==> src/rtl/instr_encoder.sv <==
// Instruction field encoder: checks legality, packs 16-bit code words and
// buffers them in a small FIFO with a RUN/HALTED gate on the input side.
module instr_encoder #(
    parameter int unsigned DEPTH = 4,
    parameter int unsigned CW    = 3
) (
    input  logic          clk,
    input  logic          rst_n,
    input  logic          in_valid,
    output logic          in_ready,
    input  logic [3:0]    in_op,
    input  logic [3:0]    in_fc,
    input  logic [3:0]    in_ra,
    input  logic [3:0]    in_rb,
    input  logic [11:0]   in_imm,
    output logic          out_valid,
    input  logic          out_ready,
    output logic [15:0]   out_code,
    output logic [CW-1:0] count,
    output logic          halted,
    input  logic          resume,
    output logic          err,
    output logic [1:0]    err_code
);
    localparam int unsigned AW = (DEPTH > 1) ? $clog2(DEPTH) : 1;

    typedef enum logic [0:0] {StRun, StHalted} state_e;

    state_e        state_q, state_d;
    logic [15:0]   mem_q [DEPTH];
    logic [15:0]   mem_d [DEPTH];
    logic [AW-1:0] wr_ptr_q, wr_ptr_d, rd_ptr_q, rd_ptr_d;
    logic [CW-1:0] count_q, count_d;
    logic          err_q, err_d;
    logic [1:0]    err_code_q, err_code_d;

    logic [15:0]   enc_word;
    logic [1:0]    enc_err;
    logic          accept, push, pop, full;

    // Encoder; enc_err == 2'b00 means the bundle is legal.
    always_comb begin
        enc_word = 16'h0000;
        enc_err  = 2'b00;
        case (in_op)
            4'hF: begin
                enc_word = {in_op, in_ra, in_rb, in_fc};
                case (in_fc)
                    4'h0, 4'h1, 4'h4, 4'h5, 4'h7, 4'h8: enc_err = 2'b00;
                    default:                            enc_err = 2'b10;
                endcase
            end
            4'h8, 4'h9: begin
                enc_word = {in_op, in_ra, in_imm[7:0]};
                if (in_imm[11:8] != 4'h0) enc_err = 2'b11;
            end
            4'hA, 4'hB, 4'hC, 4'hD: begin
                enc_word = {in_op, in_ra, in_imm[3:0], in_rb};
                if (in_imm[11:4] != 8'h00) enc_err = 2'b11;
            end
            4'h4, 4'h5, 4'h6: begin
                enc_word = {in_op, in_ra, in_imm[7:0]};
                if (in_imm[11:8] != {4{in_imm[7]}}) enc_err = 2'b11;
            end
            4'h1:    enc_word = {in_op, in_imm};
            4'h0:    enc_word = 16'h0000;
            default: enc_err  = 2'b01;
        endcase
    end

    assign full      = (count_q == CW'(DEPTH));
    assign in_ready  = !full && (state_q == StRun);
    assign out_valid = (count_q != '0);
    assign accept    = in_valid && in_ready;
    assign push      = accept && (enc_err == 2'b00);
    assign pop       = out_valid && out_ready;

    always_comb begin
        mem_d      = mem_q;
        wr_ptr_d   = wr_ptr_q;
        rd_ptr_d   = rd_ptr_q;
        count_d    = count_q;
        state_d    = state_q;
        err_d      = 1'b0;
        err_code_d = err_code_q;

        if (push) begin
            mem_d[wr_ptr_q] = enc_word;
            wr_ptr_d        = wr_ptr_q + AW'(1);
        end
        if (pop) rd_ptr_d = rd_ptr_q + AW'(1);
        if (push && !pop)      count_d = count_q + CW'(1);
        else if (pop && !push) count_d = count_q - CW'(1);

        if (accept && (enc_err != 2'b00)) begin
            err_d      = 1'b1;
            err_code_d = enc_err;
        end

        case (state_q)
            StRun:    if (push && (in_op == 4'h0)) state_d = StHalted;
            StHalted: if (resume) state_d = StRun;
            default:  state_d = StRun;
        endcase
    end

    always_ff @(posedge clk or negedge rst_n) begin
        if (!rst_n) begin
            for (int i = 0; i < DEPTH; i++) mem_q[i] <= '0;
            wr_ptr_q   <= '0;
            rd_ptr_q   <= '0;
            count_q    <= '0;
            state_q    <= StRun;
            err_q      <= 1'b0;
            err_code_q <= 2'b00;
        end else begin
            mem_q      <= mem_d;
            wr_ptr_q   <= wr_ptr_d;
            rd_ptr_q   <= rd_ptr_d;
            count_q    <= count_d;
            state_q    <= state_d;
            err_q      <= err_d;
            err_code_q <= err_code_d;
        end
    end

    assign out_code = mem_q[rd_ptr_q];
    assign count    = count_q;
    assign halted   = (state_q == StHalted);
    assign err      = err_q;
    assign err_code = err_code_q;

endmodule
==> config.mk <==
export PLATFORM = sky130hd
export DESIGN_NAME = instr_encoder
export DESIGN_NICKNAME = d
export VERILOG_FILES = /design/src/rtl/instr_encoder.sv
export SDC_FILE = /design/constraint.sdc
export NUM_CORES = 1
export LEC_CHECK = 0
export ABC_CLOCK_PERIOD_IN_PS = 2440
export BUFFER_PORTS_ARGS = -buffer_cell sky130_fd_sc_hd__buf_2
export CORE_MARGIN = 8
export CORE_UTILIZATION = 52
export CTS_CLUSTER_DIAMETER = 60
export DETAILED_ROUTE_END_ITERATION = 12
export PLACE_DENSITY = 0.77
export SLEW_MARGIN = 20
export SYNTH_ARGS = -nofsm -noshare
export SYNTH_HDL_FRONTEND = slang
export SYNTH_SLANG_ARGS = --single-unit
export TNS_END_PERCENT = 100
==> constraint.sdc <==
create_clock -name clk -period 2.44 [get_ports clk]
set_clock_uncertainty 0.05 [all_clocks]
set_input_delay 0.732 -clock clk [delete_from_list [all_inputs] [get_ports clk]]
set_output_delay 0.732 -clock clk [all_outputs]
set_load 0.005 [all_outputs]
Yosys cells after proc, flatten, opt, wreduce, memory -nomap -nowiden. Cells that the tools add are included.

Register bits after elaboration: 75. Logic and storage cells: 82.

Add/subtract/negate cells: 4. Magnitude comparators: 3. Eq/ne operators: 18. Mux-type cells: 18. Bitwise gates (word level): 3. Reductions and logical operators: 26.

Operator list (number): 64-bit bitwise mux (1); 16-bit one-hot mux with 4 select lines (1); 16-bit two-way mux (3); 16-bit binary-select mux with 2-bit select (1); 16-bit demux with 2-bit select (1); 4-bit == test (second input constant) (8); 4-bit by 3-bit == test with 1-bit output (second input constant) (6); 2-bit one-hot mux with 5 select lines (1); 1-bit logical AND (9); 4-bit by 1-bit == test with 1-bit output (second input constant) (2); 4-bit logical NOT (2); 2-bit two-way mux (4); 8-bit nonzero test (1); 3-bit >= comparator (second input constant) (2); 3-bit two-way mux (2); 2-bit NOT with 3-bit output (2); 6-bit OR reduction (1); 5-bit OR reduction (1); 2-bit by 1-bit adder with 2-bit output (second input constant) (2); 4-bit != test (1); 2-bit nonzero test (2); 4-bit nonzero test (1); 2-bit OR reduction (2); 4-bit OR reduction (1); 11 further kinds (15).

Depth between registers and ports, before layout.
Depth after elaboration: 10. Depth in mapped cells: 12. Mapped depth without buffers: 10.

Worst setup path after synthesis. Ideal clock, no wire load.

Path kind: in2reg. Start: input in_op[2]. End: register count_q[2], in the netlist count[2]. Setup time: 79 ps. Data arrival time: 3251 ps. Data required time: 2311 ps. Slack: -940 ps. Stages: 12. Cells stage by stage: buf_4 -> and4_4 -> buf_6 -> o211ai_1 -> a21bo_2 -> nor4_4 -> ha_1 -> inv_1 -> fa_1 -> xor2_1 -> nor2_1 -> xor2_1.

Word-level cells in the longest chain between the ends: 8. Elaborated cells on any way between the ends: 24.

RTL lines: start, declared (RTL line 11) `input logic [3:0] in_op,`; 4-bit == test (tied with other cells) (RTL line 45) `case (in_op)`; 4-bit OR reduction (tied with other cells) (RTL line 45); 2-bit one-hot mux with 5 select lines (*) (RTL line 45); 2-bit logical NOT (*) (RTL line 75) `assign push = accept && (enc_err == 2'b00);`; 1-bit logical AND (*) (RTL line 75); net push (RTL line 39) `logic accept, push, pop, full;`; 1-bit logical NOT (RTL line 93) `else if (pop && !push) count_d = count_q - CW'(1);`; 1-bit logical AND (RTL line 93); 2-bit nonzero test (no line); end signal, assigned (RTL line 120) `count_q <= count_d;`; end, declared (RTL line 33) `logic [CW-1:0] count_q, count_d;`.

Mark *: on every way through the listed nets, which the timed path passes. The rest lies on a longest branch. A chain may end at the register's enable or synchronous reset.

Worst setup path in the final report.
Start: input in_imm[8]. End: register count_q[2], in the netlist count[2].

Word-level cells in the longest chain between the ends: 8. Elaborated cells on any way between the ends: 14.

RTL lines: start, declared (RTL line 15) `input logic [11:0] in_imm,`; 4-bit != test (tied with other cells) (RTL line 63) `if (in_imm[11:8] != {4{in_imm[7]}}) enc_err = 2'b11;`; 2-bit two-way mux (on tied branches) (RTL line 63, 55, 59); 2-bit one-hot mux with 5 select lines (*) (RTL line 45); 2-bit logical NOT (*) (RTL line 75); 1-bit logical AND (*) (RTL line 75); net push (RTL line 39); 1-bit logical NOT (RTL line 93); 1-bit logical AND (RTL line 93); 2-bit nonzero test (no line).

Marks and branches as above.

==> results.sh <==
export IMPL_status="finished with violations"
export IMPL_violations="negative setup slack"
export IMPL_mostFrequentLayoutCells="75 x dfrtp_1, 53 x buf_2, 41 x mux2_4"
export IMPL_setup_violations_final=48
export IMPL_hold_viol_final=0
export IMPL_regArea_um2=1880
export IMPL_ys_types=44
export IMPL_crit_start="in_imm[8]"
export IMPL_grt_total_usage_pct=18.3
export IMPL_clkLatencyLatePin_ns=0.34
export IMPL_postRouteAntennaNets=0
export IMPL_leakagePower_nw=2.45
export IMPL_syn_to_final_growth_pct=23.4
export IMPL_die_w_um=103
export IMPL_vdd_drop_max_mv=0.514
export IMPL_setup_ws_ns=-0.214
export IMPL_clk_transition_reported_paths_ns=0.09
export IMPL_layout_cell_area_non_filler_um2=4900
export IMPL_power_frac_comb_pct=40.8
export IMPL_synth_compound_area_share_pct=6.84
export IMPL_drc_errors=0
export IMPL_maxCapViolCount=0
export IMPL_cts_tree="yes"
export IMPL_grt_max_degree=76
export IMPL_layout_nets=412
export IMPL_clock_fmax_mhz=377
export IMPL_drive_above_1_share_pct=54.5
export IMPL_fillCellCount=555
export IMPL_worstSetupPathType="in2reg"
export IMPL_start_util_pct=52.4
export IMPL_fin_util_pct=64.7
export IMPL_crit_top_cell="xor2_1"
export IMPL_crit_slowest_cell="or4_4"
export IMPL_postSynth_asyncResetShare_pct=100
export IMPL_power_per_cell_area_nw_per_um2=1080
export IMPL_synthesis_area_um2=3970
export IMPL_switching_power_w=0.00159
export IMPL_cp_max_fo=2
export IMPL_io_buffers=57
export IMPL_synth_main_ff_cell="dfrtp_1"
export IMPL_grt_pass1_wl_mm=15.2
export IMPL_hp_class="in2async"
export IMPL_path_cells="buf_6, or4_4, nand4_1, o21ai_2, nor4_4, ha_2, inv_2, fa_2, xor2_1, nor2_1, xor2_1"
export IMPL_antenna_found_initial=0
export IMPL_avgRoutedWirePerCell_um=18.4
export IMPL_viasPerCell=5.58
export IMPL_crit_path_start_kind="primary input"
export IMPL_ys_seq_area_share_pct=47.3
export IMPL_dr_pass1_iters=4
export IMPL_maxSlewViolCount=0
export IMPL_die_h_um=103
export IMPL_drt_total_wl_mm=8.84
export IMPL_ios=58
export IMPL_swShare_pct=30.0
export IMPL_die_area_um2=10700
export IMPL_syn_instance_count=282
export IMPL_pwr_share_clk_pct=20.3
export IMPL_synthSimpleGateAreaFrac_pct=7.19
export IMPL_crit_family="simple AND/OR/NAND/NOR gates"
export IMPL_first_global_vias=3011
export IMPL_globalplace_congestion=0.792
export IMPL_post_dp_hpwl_mm=6.14
export IMPL_dp_worst_setup_slack_ns=-0.659
export IMPL_pwr_share_seq_pct=38.9
export IMPL_antenna_cells=0
export IMPL_syn_avg_cell_area_um2=14.1
export IMPL_rsz0062_at_grt="true"
export IMPL_ys_seq_elements=75
export IMPL_mostFrequentLayoutCell="dfrtp_1"
export IMPL_internal_power_w=0.00371
export IMPL_clock_sinks=75
export IMPL_synth_warnings=0
export IMPL_tightest_slew_ns=0.474
export IMPL_regToRegStartpoint="count[1]"
export IMPL_postPlaceCellArea_um2=4540
export IMPL_cp_end_kind="flip-flop"
export IMPL_period_minus_slack_ns=2.65
export IMPL_critPathRequiredTime_ns=2.65
export IMPL_synth_mux_area_share_pct=31.6
export IMPL_synthAdderAreaFrac_pct=2.08
export IMPL_arrival_ns=2.86
export IMPL_slew_limit_headroom_pct=68.1
export IMPL_cts_buffer_depth=2
export IMPL_num_vias=2677
export IMPL_cp_num_buf_inv=2
export IMPL_grt_ovfl_total=0
export IMPL_syn_nets=321
export IMPL_min_period_over_period_pct=109
export IMPL_htree_levels=3
export IMPL_rows=32
export IMPL_synth_edf_count=0
export IMPL_core_area_um2=7570
export IMPL_drt_initial_drc_count=95
export IMPL_cp_slowest_stage_delay_ns=0.54
export IMPL_cts_root_buffer="clkbuf_8"
export IMPL_multi_input_comb_area_um2=2020
export IMPL_synth_xor_area_share_pct=1.99
export IMPL_synth_top_family_by_area="multiplexers"
export IMPL_cts_buffers=9
## power groups by stage
| stage | logic [W] | clock network, W | registers (W) |
|---|---|---|---|
| global placement | 0.00204 | 0 | 0.00204 |
| global route | 0.00235 | 0.00115 | 0.00213 |
| floorplan | 0.00149 | 0 | 0.00198 |
| finish | 0.00216 | 0.00108 | 0.00206 |
| CTS | 0.00216 | 0.00110 | 0.00205 |
| detailed placement | 0.00210 | 0 | 0.00207 |
## cells in the mapped netlist (2+ instances only)
library cell	n	area [um2]
ha_1	5	62.6
o21ai_0	5	25.0
xnor2_1	5	43.8
nand2_1	25	93.8
xor2_1	4	35.0
and2_1	2	12.5
dfrtp_1	75	1880
o311ai_0	2	17.5
buf_6	5	56.3
mux4_2	16	360
a21oi_1	4	20.0
nor2_1	6	22.5
nand3_1	6	30.0
nand2_4	4	45.0
mux2_4	40	601
a22o_1	8	70.1
clkbuf_1	6	22.5
mux2_2	25	282
a22oi_1	8	60.1
inv_1	7	26.3
## final timing paths
kind | end | depth (start not counted) | slack [ns]
max in group asynchronous | wr_ptr_q[1] | 2 | 1.66
hold reg to reg | err_code[1] | 1 | 0.44
setup / recovery | count[2] | 11 | -0.21
setup reg to reg | count[2] | 10 | 0.11
hold / removal | mem_q[10] | 2 | 0.35
min in group clk | err_code[1] | 1 | 0.44
## through the flow
stage                     power [W]  instances  hold slack, ns  setup TNS (ns)
final                       0.00530        480           0.350           -2.24
after global routing        0.00563        480           0.371           -6.45
after global placement      0.00408        459           0.411          -28.10
after detailed placement    0.00417        459           0.427          -30.36
after floorplan             0.00347        282           0.386          -28.19
after CTS                   0.00532        478           0.364           -1.51
## state kept, by name, summed over array words and instances (netlist names)
| signal | cells |
|---|---|
| err | 1 |
| rd_ptr_q | 2 |
| mem_q | 64 |
| err_code | 2 |
| wr_ptr_q | 2 |
| halted | 1 |
| count | 3 |
## logic make-up (layout without fill, tap and decap cells)
group	after synthesis	after routing
mux	82	82
flops	75	75
simple gates	52	52
compound gates	37	37
buf+inv	21	117
xor+xnor	9	9
fa+ha+maj	6	6
## what timing repair did
| action | 4_1_cts | 5_1_grt |
|---|---|---|
| pin swaps | 3 | 2 |
| hold buffers | 0 | 0 |
| endpoints found under the setup margin | 67 | 70 |
| gates resized for setup | 14 | 5 |
| setup buffers | 3 | 2 |
## cell type report
cell class	instances	area share, %
inverter	7	0.537
timing repair buffer	94	12.7
clock buffer	10	2.81
sequential	75	38.3
clock inverter	6	1.76
multi-input combinational	186	41.2
tap	102	2.61
## metal layers
metal	vias to the layer above	GRT usage, %	part of all wire, %
met3	9	4.55	4.6
met4	0	4.12	0.98
li1	1224	-	-
met1	1377	22.9	43
met5	-	0	0
met2	67	31.3	52
(Power assumes the default switching activity.)
